==> src/rtl/noc_out_port_sched.sv <==
// Round-robin output-port scheduler with one registered output stage.
// Optional packet locking (contiguous head..tail from one source) under NOC_SCHED_PKT_LOCK_EN.
module noc_out_port_sched #(
  parameter int unsigned NUM_IN = 5,
  parameter int unsigned WIDTH  = 3,
  parameter int unsigned SRC_W  = 3
) (
  input  logic                    clk,
  input  logic                    reset,
  input  logic [NUM_IN-1:0]       in_valid,
  output logic [NUM_IN-1:0]       in_ready,
  input  logic [NUM_IN*WIDTH-1:0] in_data,
  input  logic [NUM_IN-1:0]       in_tail,
  output logic                    out_valid,
  input  logic                    out_ready,
  output logic [WIDTH-1:0]        out_data,
  output logic                    out_tail,
  output logic [SRC_W-1:0]        out_src
);

  localparam logic [SRC_W-1:0] LastIdx = SRC_W'(NUM_IN - 1);

  logic [SRC_W-1:0] ptr_q, ptr_d;
  logic [SRC_W-1:0] cand, cand_nxt, hi_idx, lo_idx;
  logic             found, found_hi;
  logic             free, xfer;
  logic [WIDTH-1:0] sel_data;
  logic             sel_tail;

`ifdef NOC_SCHED_PKT_LOCK_EN
  typedef enum logic [0:0] {StArb, StLock} state_e;
  state_e           state_q, state_d;
  logic [SRC_W-1:0] own_q, own_d;
`endif

  assign free = !out_valid || out_ready;

  // Descending scan: last hit is the lowest index; hi_idx only counts ports at or above ptr.
  always_comb begin
    found    = 1'b0;
    found_hi = 1'b0;
    hi_idx   = '0;
    lo_idx   = '0;
    for (int i = NUM_IN - 1; i >= 0; i--) begin
      if (in_valid[i]) begin
        found  = 1'b1;
        lo_idx = SRC_W'(i);
        if (SRC_W'(i) >= ptr_q) begin
          found_hi = 1'b1;
          hi_idx   = SRC_W'(i);
        end
      end
    end
    cand = found_hi ? hi_idx : lo_idx;
`ifdef NOC_SCHED_PKT_LOCK_EN
    // While locked only the owner may be granted, even if it is idle.
    if (state_q == StLock) begin
      cand  = own_q;
      found = in_valid[own_q];
    end
`endif
  end

  assign xfer     = found && free && !reset;
  assign cand_nxt = (cand == LastIdx) ? '0 : cand + 1'b1;

  always_comb begin
    in_ready = '0;
    sel_data = '0;
    sel_tail = 1'b0;
    for (int i = 0; i < NUM_IN; i++) begin
      if (SRC_W'(i) == cand) begin
        in_ready[i] = xfer;
        sel_data    = in_data[i*WIDTH +: WIDTH];
        sel_tail    = in_tail[i];
      end
    end
  end

  always_comb begin
    ptr_d = ptr_q;
`ifdef NOC_SCHED_PKT_LOCK_EN
    state_d = state_q;
    own_d   = own_q;
    if (xfer) begin
      if (sel_tail) begin
        ptr_d   = cand_nxt;
        state_d = StArb;
      end else if (state_q == StArb) begin
        state_d = StLock;
        own_d   = cand;
      end
    end
`else
    if (xfer) begin
      ptr_d = cand_nxt;
    end
`endif
  end

  always_ff @(posedge clk) begin
    if (reset) begin
      ptr_q     <= '0;
      out_valid <= 1'b0;
      out_data  <= '0;
      out_tail  <= 1'b0;
      out_src   <= '0;
`ifdef NOC_SCHED_PKT_LOCK_EN
      state_q   <= StArb;
      own_q     <= '0;
`endif
    end else begin
      ptr_q <= ptr_d;
`ifdef NOC_SCHED_PKT_LOCK_EN
      state_q <= state_d;
      own_q   <= own_d;
`endif
      if (free) begin
        out_valid <= xfer;
        if (xfer) begin
          out_data <= sel_data;
          out_tail <= sel_tail;
          out_src  <= cand;
        end
      end
    end
  end

endmodule

==> config.mk <==
export PLATFORM = sky130hd
export DESIGN_NAME = noc_out_port_sched
export DESIGN_NICKNAME = d
export VERILOG_FILES = /design/src/rtl/noc_out_port_sched.sv
export SDC_FILE = /design/constraint.sdc
export NUM_CORES = 1
export LEC_CHECK = 0
export BUFFER_PORTS_ARGS = -buffer_cell sky130_fd_sc_hd__buf_2
export CORE_MARGIN = 2
export CORE_UTILIZATION = 41
export CTS_CLUSTER_SIZE = 10
export DETAILED_ROUTE_END_ITERATION = 8
export GPL_TIMING_DRIVEN = 0
export PLACE_DENSITY_LB_ADDON = 0.2
export SYNTH_ARGS = -nofsm -noshare
export SYNTH_HDL_FRONTEND = slang
export SYNTH_SLANG_ARGS = --single-unit
==> constraint.sdc <==
create_clock -name clk -period 2.1 [get_ports clk]
set_input_delay 0.105 -clock clk [delete_from_list [all_inputs] [get_ports clk]]
set_output_delay 0.105 -clock clk [all_outputs]
set_load 0.005 [all_outputs]
==> results_tabular.tex <==
\begin{tabular}{lr}
\hline
Metric & Value \\
\hline
\multicolumn{2}{l}{\textbf{Setup path}} \\
Endpoint class of the critical path & register \\
Critical register-to-register path startpoint & ptr\_q[1] \\
CP Launch Point & ptr\_q[1] \\
Sequence of cells on the critical path & o21ai\_4, a2111o\_1, o2bb2ai\_4, ha\_2, inv\_2, nor2\_2, a221o\_1, a41o\_1, o211a\_1 \\
Largest delay share family, worst path & compound AO/OA/AOI/OAI gates \\
Maximum fanout count along the critical path & 5 \\
Data required time at the worst endpoint & 2.28 ns \\
Start-to-end type of the worst setup path & reg2reg \\
Buf/Inv on CP & 1 \\
Critical Path Slowest Stage Cell & dfxtp\_4 \\
Arrival time worst endpoint & 2.44 ns \\
Max stage delay on crit path & 0.41 ns \\
Startpoint type of the worst setup path & register \\
\multicolumn{2}{l}{\textbf{Drt}} \\
Vias & 1059 \\
DRC violations left & 0 \\
Final antenna-violating net count & 0 \\
Detailed router's first-iteration violation count & 31 \\
Routed vias/inst & 5.79 \\
Post-detailed-routing wire length & 2880 um \\
Detailed-route wire length per cell & 15.7 um \\
Detailed-router iteration count before antenna repair & 4 \\
\multicolumn{2}{l}{\textbf{Placed design}} \\
Port Buffer Count & 39 \\
Cell total after placement & 172 \\
Hpwl dp & 1940 um \\
Area post-placement & 0.00116 sq mm \\
Placer Congestion & 0.790 \\
\multicolumn{2}{l}{\textbf{Status}} \\
Violations in the final reports & negative setup slack \\
Outcome & complete, but fails checks \\
\multicolumn{2}{l}{\textbf{Global route}} \\
Via count of the first global-routing pass & 962 \\
Wire length of the first global-routing pass & 4310 um \\
GR Util All Layers & 21.8\% \\
Leftover overflow at the end of global routing & 0 \\
Number of antenna violations at the first check in global routing & 0 \\
Pin count of the biggest net entering global routing & 11 \\
\multicolumn{2}{l}{\textbf{Final layout}} \\
Nets & 190 \\
Area added between synthesis and finish & 52.1\% \\
Design area & 0.00136 sq mm \\
Final non-filler cell total & 183 \\
Fraction of final layout cells with drive strength greater than 1 & 50.0\% \\
Diodes inserted & 0 \\
\multicolumn{2}{l}{\textbf{Logic synthesis}} \\
Proportion of synthesized chip area in sequential cells & 24.7\% \\
Cell Area, Synth & 891 sq um \\
Main flop type after synthesis & dfxtp\_1 \\
Post-synthesis cell count & 106 \\
Number of nets produced by synthesis & 139 \\
Register bit count reported by yosys & 11 \\
Number of distinct library cells after synthesis & 36 \\
Number of synthesized flops with an enable pin & 0 \\
Share of synthesized registers carrying an async set or reset & 0\% \\
Avg Synthesized Cell Area & 8.40 sq um \\
Count of warnings emitted by yosys & 0 \\
\multicolumn{2}{l}{\textbf{Clock tree}} \\
Clock latency on the worst-skew pair & 0.29 ns \\
Number of buffers inserted during clock tree synthesis & 3 \\
Register clock-pin slew on the reported worst setup and hold paths & 0.08 ns \\
Root buffer selected by CTS & clkbuf\_4 \\
Bufs on Longest Clock Path & 2 \\
Post-CTS Hold Buffers & 0 \\
CTS tree & done \\
Count of H-tree levels built during CTS & 1 \\
Clock tree sinks & 11 \\
\multicolumn{2}{l}{\textbf{STA}} \\
Final clock skew & 0.00598 ns \\
Number of slew-limit violations in the final report & 0 \\
Setup violations, final & 6 \\
Worst hold margin & 0.140 ns \\
Max Freq & 442 MHz \\
Fraction of the cycle the final worst path needs & 108\% \\
Count of final hold-check violations & 0 \\
Relative slew slack & 68.9\% \\
Unrepaired setup endpoints after global routing & true \\
Clock period minus final worst setup slack & 2.26 ns \\
Final setup TNS & -0.820 ns \\
Setup slack after layout & -0.162 ns \\
Transition time of the tightest slew-check pin & 0.465 ns \\
\multicolumn{2}{l}{\textbf{Power}} \\
Power density over the cells & 1080 mW/mm\^{}2 \\
Portion of total power attributed to combinational logic & 63.7\% \\
Portion of total power attributed to the clock network & 11.0\% \\
Seq pwr share & 25.3\% \\
Static Leak & 0.000643 uW \\
P\_sw & 622 uW \\
Worst IR drop on VDD & 0.523 mV \\
Internal Pwr Total & 838 uW \\
Sw Ratio & 42.6\% \\
\multicolumn{2}{l}{\textbf{Flow run}} \\
Number of max-cap violations & 0 \\
\multicolumn{2}{l}{\textbf{Min path}} \\
Startpoint of the lowest-slack hold path & in\_tail[4] \\
Worst hold-check path type & in2reg \\
\multicolumn{2}{l}{\textbf{Floorplanning}} \\
Vertical extent of the die & 50.6 um \\
Full die area & 0.00256 sq mm \\
Die Wd & 50.6 um \\
Number of placement rows & 16 \\
Initial standard-cell utilization of the core & 44.5\% \\
Boundary pin count & 41 \\
Placeable core area & 0.00200 sq mm \\
\hline
\end{tabular}
synthesized netlist by cell type, types with 2 or more instances:
master / count / area share [%]
dfxtp_1: 11 / 25
buf_6: 2 / 2.5
or3_1: 4 / 2.8
inv_1: 9 / 3.8
nand3_1: 5 / 2.8
a21oi_1: 4 / 2.2
nand2_1: 2 / 0.84
o21ai_0: 4 / 2.2
ha_1: 5 / 7.0
a22o_1: 4 / 3.9
a221o_1: 4 / 4.5
nor2_1: 14 / 5.9
and3_1: 3 / 2.1
a41o_1: 4 / 4.5
nand2b_1: 7 / 4.9
o211a_1: 4 / 4.5
cell type report:
class,count,area [sq um]
multi-input combinational,83,758
timing repair buffer,46,248
clock buffer,4,26.3
buffer,3,26.3
inverter,9,33.8
fill,175,647
tap,27,33.8
sequential,11,229
registers in the layout, indices dropped and copies added (netlist names):
register,cells
out_valid,1
out_data,3
ptr_q,3
out_tail,1
out_src,3
kinds of logic after synthesis:
group / after synthesis / share of synthesized area (%)
buffers and inverters: 12 / 6.74
adder cells (fa/ha/maj): 5 / 7.02
flip-flops: 11 / 24.7
AO/OA/AOI/OAI: 37 / 36.7
AND/OR/NAND/NOR: 41 / 24.9
per-stage QoR:
stage                     worst slack, ns  util, %  total power [uW]
final                              -0.162     67.7              1460
after global placement             -0.182     57.8              1020
after floorplan                  -0.00853        -               836
after detailed placement           -0.219     57.8              1040
after global routing               -0.227     67.7              1550
after CTS                          -0.133     62.3              1290
worst min-delay path, stage by stage:
cell and delay, ns:
buf_2 0.08, or3_1 0.09, o211a_1 0.12
final timing paths:
check / end / slack, ns / depth (start not counted)
max reg2reg: out_data[1] / -0.16 / 9
min reg2reg: out_src[1] / 0.47 / 2
min: out_tail / 0.14 / 3
max: out_data[1] / -0.16 / 9
cells in the final DEF (no fill, tap or decap), drive strengths merged, types with 5 or more instances in the layout:
cell	instances
buf	48
nor2	14
dfxtp	11
inv	9
nand2b	7
nand3	6
ha	5
clkbuf	5
power groups by stage:
stage | registers [uW] | clock network, uW | logic (uW)
after floorplan | 340 | 0 | 495
after global placement | 343 | 0 | 677
after detailed placement | 347 | 0 | 694
after CTS | 352 | 152 | 783
after global routing | 376 | 167 | 1010
final | 370 | 160 | 930
layer usage:
metal / vias to the layer above / GRT usage, % / wire, um
li1: 506 / - / -
met1: 490 / 25.9 / 1210
met2: 56 / 38.8 / 1400
met3: 7 / 3.57 / 215
met4: 0 / 8.56 / 46
met5: - / 0 / 0
timing repair:
item                       in CTS  in global routing
setup endpoints to repair       7                  7
pin swaps                       7                  7
setup buffers                   5                  2
hold endpoints to repair        0                  0
resized for setup               8                 15
gates cloned                    0                  0
(Power assumes the default switching activity.)
